==> src/rtl/uart_alu_pkg.sv <==
// Shared types for the UART-to-ALU path: opcodes, parser states and header size.
package uart_alu_pkg;

    typedef enum logic [7:0] {
        OP_ADD  = 8'h01,
        OP_MUL  = 8'h02,
        OP_DIV  = 8'h03,
        OP_ECHO = 8'hEC
    } opcode_e;

    typedef enum logic [2:0] {
        ST_OPCODE,
        ST_RSVD,
        ST_LEN_LO,
        ST_LEN_HI,
        ST_PAYLOAD,
        ST_DRAIN
    } parser_state_e;

    localparam logic [15:0] HEADER_BYTES = 16'd4;

    function automatic logic isLegalOp(input logic [7:0] op);
        return (op == OP_ECHO) || (op == OP_ADD) || (op == OP_MUL) || (op == OP_DIV);
    endfunction

endpackage

==> src/rtl/uart_pkt_parser.sv <==
// Byte-stream packet parser: 4-byte header, then little-endian 32-bit operand words.
// Optional feature: define UART_PKT_PARSER_ERR_CNT_EN to count rejected packets in err_cnt_o.
module uart_pkt_parser
    import uart_alu_pkg::*;
#(
    parameter logic [15:0] MAX_LEN = 16'd1024
) (
    input  logic        clk_i,
    input  logic        rst_ni,
    input  logic [7:0]  s_axis_tdata_i,
    input  logic        s_axis_tvalid_i,
    output logic        s_axis_tready_o,
    output logic [7:0]  m_op_o,
    output logic [31:0] m_data_o,
    output logic        m_last_o,
    output logic        m_valid_o,
    input  logic        m_ready_i,
    output logic [7:0]  err_cnt_o
);

    parser_state_e state_q;
    logic [7:0]    op_q;
    logic [7:0]    lenLo_q;
    logic [15:0]   wordCnt_q;
    logic [15:0]   drainCnt_q;
    logic [1:0]    byteIdx_q;
    logic [23:0]   partial_q;
    logic [31:0]   data_q;
    logic          last_q;
    logic          valid_q;

    logic          byteHs;
    logic [15:0]   pktLen;
    logic [15:0]   bodyLen;
    logic          pktLegal;

    // Single-entry output register: a byte may enter whenever the slot is free or draining now.
    assign s_axis_tready_o = !valid_q || m_ready_i;
    assign byteHs          = s_axis_tvalid_i && s_axis_tready_o;

    assign pktLen   = {s_axis_tdata_i, lenLo_q};
    assign bodyLen  = (pktLen < HEADER_BYTES) ? 16'd0 : (pktLen - HEADER_BYTES);
    assign pktLegal = isLegalOp(op_q)
                   && (pktLen >= 16'd8)
                   && (pktLen[1:0] == 2'b00)
                   && (pktLen <= MAX_LEN)
                   && ((op_q != OP_DIV) || (pktLen == 16'd12));

    always_ff @(posedge clk_i or negedge rst_ni) begin
        if (!rst_ni) begin
            state_q    <= ST_OPCODE;
            op_q       <= 8'd0;
            lenLo_q    <= 8'd0;
            wordCnt_q  <= 16'd0;
            drainCnt_q <= 16'd0;
            byteIdx_q  <= 2'd0;
            partial_q  <= 24'd0;
            data_q     <= 32'd0;
            last_q     <= 1'b0;
            valid_q    <= 1'b0;
        end else begin
            if (valid_q && m_ready_i) begin
                valid_q <= 1'b0;
            end
            if (byteHs) begin
                unique case (state_q)
                    ST_OPCODE: begin
                        op_q    <= s_axis_tdata_i;
                        state_q <= ST_RSVD;
                    end
                    ST_RSVD: begin
                        state_q <= ST_LEN_LO;
                    end
                    ST_LEN_LO: begin
                        lenLo_q <= s_axis_tdata_i;
                        state_q <= ST_LEN_HI;
                    end
                    ST_LEN_HI: begin
                        if (pktLegal) begin
                            wordCnt_q <= bodyLen >> 2;
                            byteIdx_q <= 2'd0;
                            state_q   <= ST_PAYLOAD;
                        end else begin
                            drainCnt_q <= bodyLen;
                            state_q    <= (bodyLen == 16'd0) ? ST_OPCODE : ST_DRAIN;
                        end
                    end
                    ST_PAYLOAD: begin
                        byteIdx_q <= byteIdx_q + 2'd1;
                        if (byteIdx_q == 2'd3) begin
                            data_q    <= {s_axis_tdata_i, partial_q};
                            valid_q   <= 1'b1;
                            last_q    <= (wordCnt_q == 16'd1);
                            wordCnt_q <= wordCnt_q - 16'd1;
                            if (wordCnt_q == 16'd1) begin
                                state_q <= ST_OPCODE;
                            end
                        end else begin
                            partial_q <= {s_axis_tdata_i, partial_q[23:8]};
                        end
                    end
                    ST_DRAIN: begin
                        drainCnt_q <= drainCnt_q - 16'd1;
                        if (drainCnt_q == 16'd1) begin
                            state_q <= ST_OPCODE;
                        end
                    end
                    default: begin
                        state_q <= ST_OPCODE;
                    end
                endcase
            end
        end
    end

`ifdef UART_PKT_PARSER_ERR_CNT_EN
    logic [7:0] errCnt_q;

    // Rejections are counted once, at the length byte, and the count sticks at 0xFF.
    always_ff @(posedge clk_i or negedge rst_ni) begin
        if (!rst_ni) begin
            errCnt_q <= 8'd0;
        end else if (byteHs && (state_q == ST_LEN_HI) && !pktLegal && (errCnt_q != 8'hFF)) begin
            errCnt_q <= errCnt_q + 8'd1;
        end
    end

    assign err_cnt_o = errCnt_q;
`else
    assign err_cnt_o = 8'd0;
`endif

    assign m_op_o    = op_q;
    assign m_data_o  = data_q;
    assign m_last_o  = last_q;
    assign m_valid_o = valid_q;

endmodule
==> config.mk <==
export PLATFORM = sky130hd
export DESIGN_NAME = uart_pkt_parser
export DESIGN_NICKNAME = d
export VERILOG_FILES = /design/src/rtl/uart_alu_pkg.sv /design/src/rtl/uart_pkt_parser.sv
export SDC_FILE = /design/constraint.sdc
export NUM_CORES = 1
export LEC_CHECK = 0
export BUFFER_PORTS_ARGS = -buffer_cell sky130_fd_sc_hd__buf_4
export CAP_MARGIN = 20
export CORE_MARGIN = 8
export CORE_UTILIZATION = 52
export DETAILED_ROUTE_END_ITERATION = 6
export PLACE_DENSITY = 0.75
export SLEW_MARGIN = 20
export SYNTH_ARGS = -nofsm -noshare
export SYNTH_HDL_FRONTEND = slang
export SYNTH_SLANG_ARGS = --single-unit
==> constraint.sdc <==
create_clock -name clk_i -period 8.3 [get_ports clk_i]
set_clock_uncertainty 0.15 [all_clocks]
set_input_delay 1.66 -clock clk_i [delete_from_list [all_inputs] [get_ports clk_i]]
set_output_delay 1.66 -clock clk_i [all_outputs]
set_load 0.02 [all_outputs]
# After elaboration in Yosys (flattened, before gate mapping)

Cells that the tools add are included.

Multipliers: 0
Muxes and demuxes: 18
Eq/ne operators: 19
Bitwise logic cells: 1
Reductions and logical operators: 25
Shifts and indexed selects: 0
Divide/modulo/power cells: 0
Magnitude comparators: 3
Add/subtract/negate cells: 4

Operators with widths:

| kind                                                               | count |
|---|---|
| two-way mux 16 bit                                                 | 4 |
| case mux 16 bit (2 select lines)                                   | 2 |
| == test 16 x 1 -> 1 bit, second input constant                     | 2 |
| subtractor 16 x 1 -> 16 bit, second input constant                 | 2 |
| case mux 3 bit (6 select lines)                                    | 1 |
| == test 16 x 4 -> 1 bit, second input constant                     | 1 |
| == test 8 x 2 -> 1 bit, second input constant                      | 2 |
| greater-or-equal comparator 16 x 4 -> 1 bit, second input constant | 1 |
| less-or-equal comparator 16 x 11 -> 1 bit, second input constant   | 1 |
| zero test 16 bit                                                   | 1 |
| < comparator 16 x 3 -> 1 bit, second input constant                | 1 |
| subtractor 16 x 3 -> 16 bit, second input constant                 | 1 |
| two-way mux 3 bit                                                  | 5 |
| AND reduction 3 bit                                                | 4 |
| != test 2 bit, second input constant                               | 5 |
| == test 8 x 1 -> 1 bit, second input constant                      | 1 |
| == test 8 bit, second input constant                               | 1 |
| != test 8 x 2 -> 1 bit, second input constant                      | 1 |
| AND reduction 4 bit                                                | 2 |
| == test 3 x 2 -> 1 bit, second input constant                      | 2 |
| == test 3 bit, second input constant                               | 2 |
| logical AND 1 bit                                                  | 6 |
| logical OR 1 bit                                                   | 5 |
| two-way mux 1 bit                                                  | 4 |
| 11 further kinds                                                   | 13 |

Memories kept: 0
Output and inout bits: 51
Latch bits: 0
Input port bits: 12
Memory bits (read-only): 0
Register bits: 111
Logic and storage cells: 80
RAM bits: 0

# Depth between registers and ports, before layout

Depth after elaboration: 10
Depth in mapped cells: 9
Mapped depth without buffers: 8

# Least setup slack after synthesis

OpenSTA, ideal clock, no wires.

Path type: in2reg
Start point: in s_axis_tdata_i[3]
End point: reg drainCnt_q[6]
Data required time: 8070 ps
Data arrival time: 3801 ps
Path slack: 4269 ps
Buffers on the path: 3
Library setup time: 80 ps
Cell stages on the path: 9
Cell sequence: clkbuf_1 -> or4_1 -> buf_2 -> or4_4 -> a211o_1 -> o31ai_4 -> buf_6 -> nor2_1 -> o22ai_2

Word-level cells in the longest chain between the ends: 7
Elaborated cells on any way between the ends: 14
Those cells by class: order compare (3); eq/ne (2); mux (3); reduce/logical (6)

RTL lines:

| item                                        | RTL line               | RTL |
|---|---|---|
| start: declaration                          | uart_pkt_parser.sv:10  | `input logic [7:0] s_axis_tdata_i,` |
| greater-or-equal comparator 16 x 4 -> 1 bit | uart_pkt_parser.sv:44  | `&& (pktLen >= 16'd8)` |
| logical AND 1 bit                           | uart_pkt_parser.sv:44  |  |
| logical AND 1 bit                           | uart_pkt_parser.sv:45  | `&& (pktLen[1:0] == 2'b00)` |
| logical AND 1 bit                           | uart_pkt_parser.sv:46  | `&& (pktLen <= MAX_LEN)` |
| logical AND 1 bit                           | uart_pkt_parser.sv:47  | `&& ((op_q != OP_DIV) \|\| (pktLen == 16'd12));` |
| != test 2 bit (no source line)              | -                      |  |
| AND reduction 3 bit (no source line)        | -                      |  |
| end signal: assignment                      | uart_pkt_parser.sv:84  | `drainCnt_q <= bodyLen;` |
| end signal: assignment                      | uart_pkt_parser.sv:103 | `drainCnt_q <= drainCnt_q - 16'd1;` |
| end: declaration                            | uart_pkt_parser.sv:25  | `logic [15:0] drainCnt_q;` |

Several ways; a longest one is shown, not always the timed one. The select of a mux whose other input is x is not followed.
A chain may end at the register's enable or synchronous reset.

# Worst setup path in the final report

Start point: in s_axis_tdata_i[6]
End point: reg wordCnt_q[5]

Word-level cells in the longest chain between the ends: 7
Elaborated cells on any way between the ends: 14
Those cells by class: order compare (3); eq/ne (2); mux (3); reduce/logical (6)

RTL lines:

| item                                        | RTL line              | RTL |
|---|---|---|
| greater-or-equal comparator 16 x 4 -> 1 bit | uart_pkt_parser.sv:44 |  |
| logical AND 1 bit                           | uart_pkt_parser.sv:44 |  |
| logical AND 1 bit                           | uart_pkt_parser.sv:45 |  |
| logical AND 1 bit                           | uart_pkt_parser.sv:46 |  |
| logical AND 1 bit                           | uart_pkt_parser.sv:47 |  |
| != test 2 bit (no source line)              | -                     |  |
| AND reduction 4 bit (no source line)        | -                     |  |
| end signal: assignment                      | uart_pkt_parser.sv:80 | `wordCnt_q <= bodyLen >> 2;` |
| end signal: assignment                      | uart_pkt_parser.sv:94 | `wordCnt_q <= wordCnt_q - 16'd1;` |
| end: declaration                            | uart_pkt_parser.sv:24 | `logic [15:0] wordCnt_q;` |

Several ways; a longest one is shown, not always the timed one. The select of a mux whose other input is x is not followed.

==> qor.txt <==
EDFF count, synth: 0
Sink Count: 111
Synth-to-Final Area Change: 11.32%
Post-DP HPWL: 10350 um
Post-CTS Setup Inserts: 0
Cell row count: 38
Status: finished, final reports clean
Setup-failing EPs final: 0
Sw frac: 0.4160
Diodes inserted: 0
Total GRT Usage: 0.2042
Initial antenna violation count: 0
CP max stage delay: 0.75 ns
Most frequent cells in the layout: 124 x nand2_1, 111 x dfrtp_1, 57 x buf_4
Worst Path Arrival: 4.39 ns
Routed WL per cell: 18.36 um
Synth top area share: 0.4890
DRT Wirelength: 14430 um
Met2 Routed Length: 6579 um
Final Max Slew Viols: 0
Logic pwr share: 0.378
PortBufs: 54
Vias in the first global route: 4564
Nets: 661
Post-synth design cell area: 0.005680 mm^2
Cts repair resizes: 0
Starting density of the core: 0.5286
GRT Residual Overflow: 0
VDD IR max: 0.2158 mV
Fin crit share: 0.5194
Crit end category: flop
Seq/Total Area, Yosys: 0.4890
Commonest non-fill, non-tap cell in the layout: nand2_1
Max Used Layer: met4
Worst slew pin tran: 1.056 ns
Top post-synthesis cells by area: dfrtp_1 49%, nand2_1 8.2%, mux2_2 7.5%
Min-Delay Path Class: flop to flop
Worst path slowest cell: a2111oi_0
TritonRoute pass-1 iters: 5
Async set-reset flop share out of synthesis: 1.000
Yosys top cell by area: dfrtp_1
Fin crit period: 4.311 ns
Die X-Extent: 120.5 um
Clk root buf: clkbuf_8
Largest net degree at the start of global routing: 66
Worst-Skew Late Latency: 0.39 ns
Flop pwr share: 0.460
IO Pins: 63
Die Y: 120.5 um
First-pass GRT wire length: 23830 um
Vias: 4738
Fin. Hold Viols: 0
Cells along the critical path: buf_4 > or4_1 > or4_4 > a2111oi_0 > and3_1 > o22ai_1
Layout cells sized above 1: 0.1981
CTS tree: done
Initial DRC count: 501
WP buf/inv: 1
Routed wl met3: 1007 um
TritonCTS Buffers: 9
Syn Inst Count: 605
Worst EP required: 8.38 ns
Leakage Power: 2.962 nW
PwrDens: 319.4 mW/mm^2
DR vias/cell: 6.028
Element type at the critical path start: primary input
Fmax: 231.9 MHz
Synth unique cells: 69
Mean post-synth cell area: 9.389 um^2
# H-tree levels: 3
Crit. path cell count: 6
Final total power: 2.020 mW
# DRC: 0
Crit path max-delay family: simple AND/OR/NAND/NOR gates
ANT nets after route: 0
Yosys warning total: 0
RSZ-0062 raised after global routing: no
Synth Flop Type: dfrtp_1
Hold Path Depth: 2
Setup Total Neg Slack: 0 ns
Max Cap Viol: 0
Register bit total from synthesis: 111
Cell Int Power: 1.180 mW
Switching pwr: 840.3 uW
Worst R2R Path Depth: 5
Clk pwr share: 0.162
Core Area: 0.01075 mm^2
Clk buf depth: 2
M1 wire length: 6319 um
Placer Congestion: 0.9824
Worst-path fanout max: 10
Worst-path clk slew: 0.12 ns
Critical path class: primary input to flop
Die area: 0.01452 mm^2
Headroom to the max-slew limit: 0.2902
Hold-fix buffers, CTS: 0
==> worst min-delay path: cells and delay by family (launching register included) <==
kind	cells	cell delay, ns
and+or+nand+nor	2	0.10
DFF	1	0.36
==> cell type report <==
| type | instances | area [um^2] |
|---|---|---|
| inverter | 14 | 52.55 |
| clock buffer | 9 | 123.9 |
| multi-input combinational | 448 | 2681 |
| timing repair buffer | 57 | 427.9 |
| clock inverter | 7 | 85.08 |
| fill | 975 | 4422 |
| sequential | 111 | 2778 |
| tap | 140 | 175.2 |
==> layer usage <==
metal / track usage / vias to the layer above
li1: - / 2201
met1: 0.2728 / 2289
met2: 0.3199 / 210
met3: 0.02890 / 38
met4: 0.1023 / 0
met5: 0 / -
==> flip-flops by register name, summed over array words and instances (netlist names) <==
| name | count |
|---|---|
| partial_q | 24 |
| m_valid_o | 1 |
| wordCnt_q | 16 |
| m_data_o | 32 |
| lenLo_q | 8 |
| drainCnt_q | 16 |
| byteIdx_q | 2 |
| state_q | 3 |
| m_last_o | 1 |
| m_op_o | 8 |
==> worst paths after layout <==
| path | slack [ns] | endpoint | start |
|---|---|---|---|
| worst max-delay path | 3.99 | wordCnt_q[5]$_DFFE_PN0P_ | s_axis_tdata_i[6] |
| worst min-delay path | 0.32 | m_data_o[7]$_DFFE_PN0P_ | partial_q[7]$_DFFE_PN0P_ |
| worst max register to register | 4.95 | wordCnt_q[5]$_DFFE_PN0P_ | m_op_o[3]$_DFFE_PN0P_ |
| worst min register to register | 0.32 | m_data_o[7]$_DFFE_PN0P_ | partial_q[7]$_DFFE_PN0P_ |
| max in group asynchronous | 5.66 | wordCnt_q[8]$_DFFE_PN0P_ | rst_ni |
| min in group asynchronous | 1.09 | m_data_o[6]$_DFFE_PN0P_ | rst_ni |
==> synthesized netlist by cell type, types with 7 or more instances <==
| cell type | n |
|---|---|
| o22ai_1 | 11 |
| o31ai_1 | 7 |
| clkbuf_1 | 21 |
| a21oi_1 | 31 |
| nor4_1 | 9 |
| nor3_1 | 22 |
| buf_4 | 9 |
| nand3_1 | 12 |
| nor2_1 | 46 |
| mux2_2 | 38 |
| a31oi_1 | 7 |
| ha_1 | 8 |
| dfrtp_1 | 111 |
| nand4_1 | 8 |
| o21ai_0 | 29 |
| inv_1 | 14 |
| nand2_1 | 124 |
==> power groups by stage <==
stage | combinational (mW) | clock [mW] | sequential [mW]
after floorplan | 0.495 | 0 | 0.928
after global placement | 0.739 | 0 | 0.923
after detailed placement | 0.757 | 0 | 0.933
after CTS | 0.760 | 0.336 | 0.922
after global routing | 0.836 | 0.352 | 0.959
final | 0.764 | 0.327 | 0.929
==> metrics by stage <==
| step | setup slack [ns] | cells | hold slack, ns | utilization | area [um^2] |
|---|---|---|---|---|---|
| floorplan | 4.269 | 612 | 0.2831 | - | 5707 |
| global placement | 3.588 | 770 | 0.2943 | 0.5686 | 6110 |
| detailed placement | 3.454 | 770 | 0.2991 | 0.5686 | 6110 |
| CTS | 3.870 | 786 | 0.3188 | 0.5880 | 6319 |
| global route | 3.946 | 786 | 0.3667 | 0.5885 | 6324 |
| finish | 3.989 | 786 | 0.3206 | 0.5885 | 6324 |
==> cells by family after synthesis <==
group / synth area share
XOR/XNOR: 0.01696
adder cells (fa/ha/maj): 0.01762
multiplexers: 0.07885
other: 0.0006602
AO/OA/AOI/OAI: 0.1330
flip-flops: 0.4890
buffers and inverters: 0.04449
AND/OR/NAND/NOR: 0.2194
Note: power is estimated with default switching activity, not from simulation.
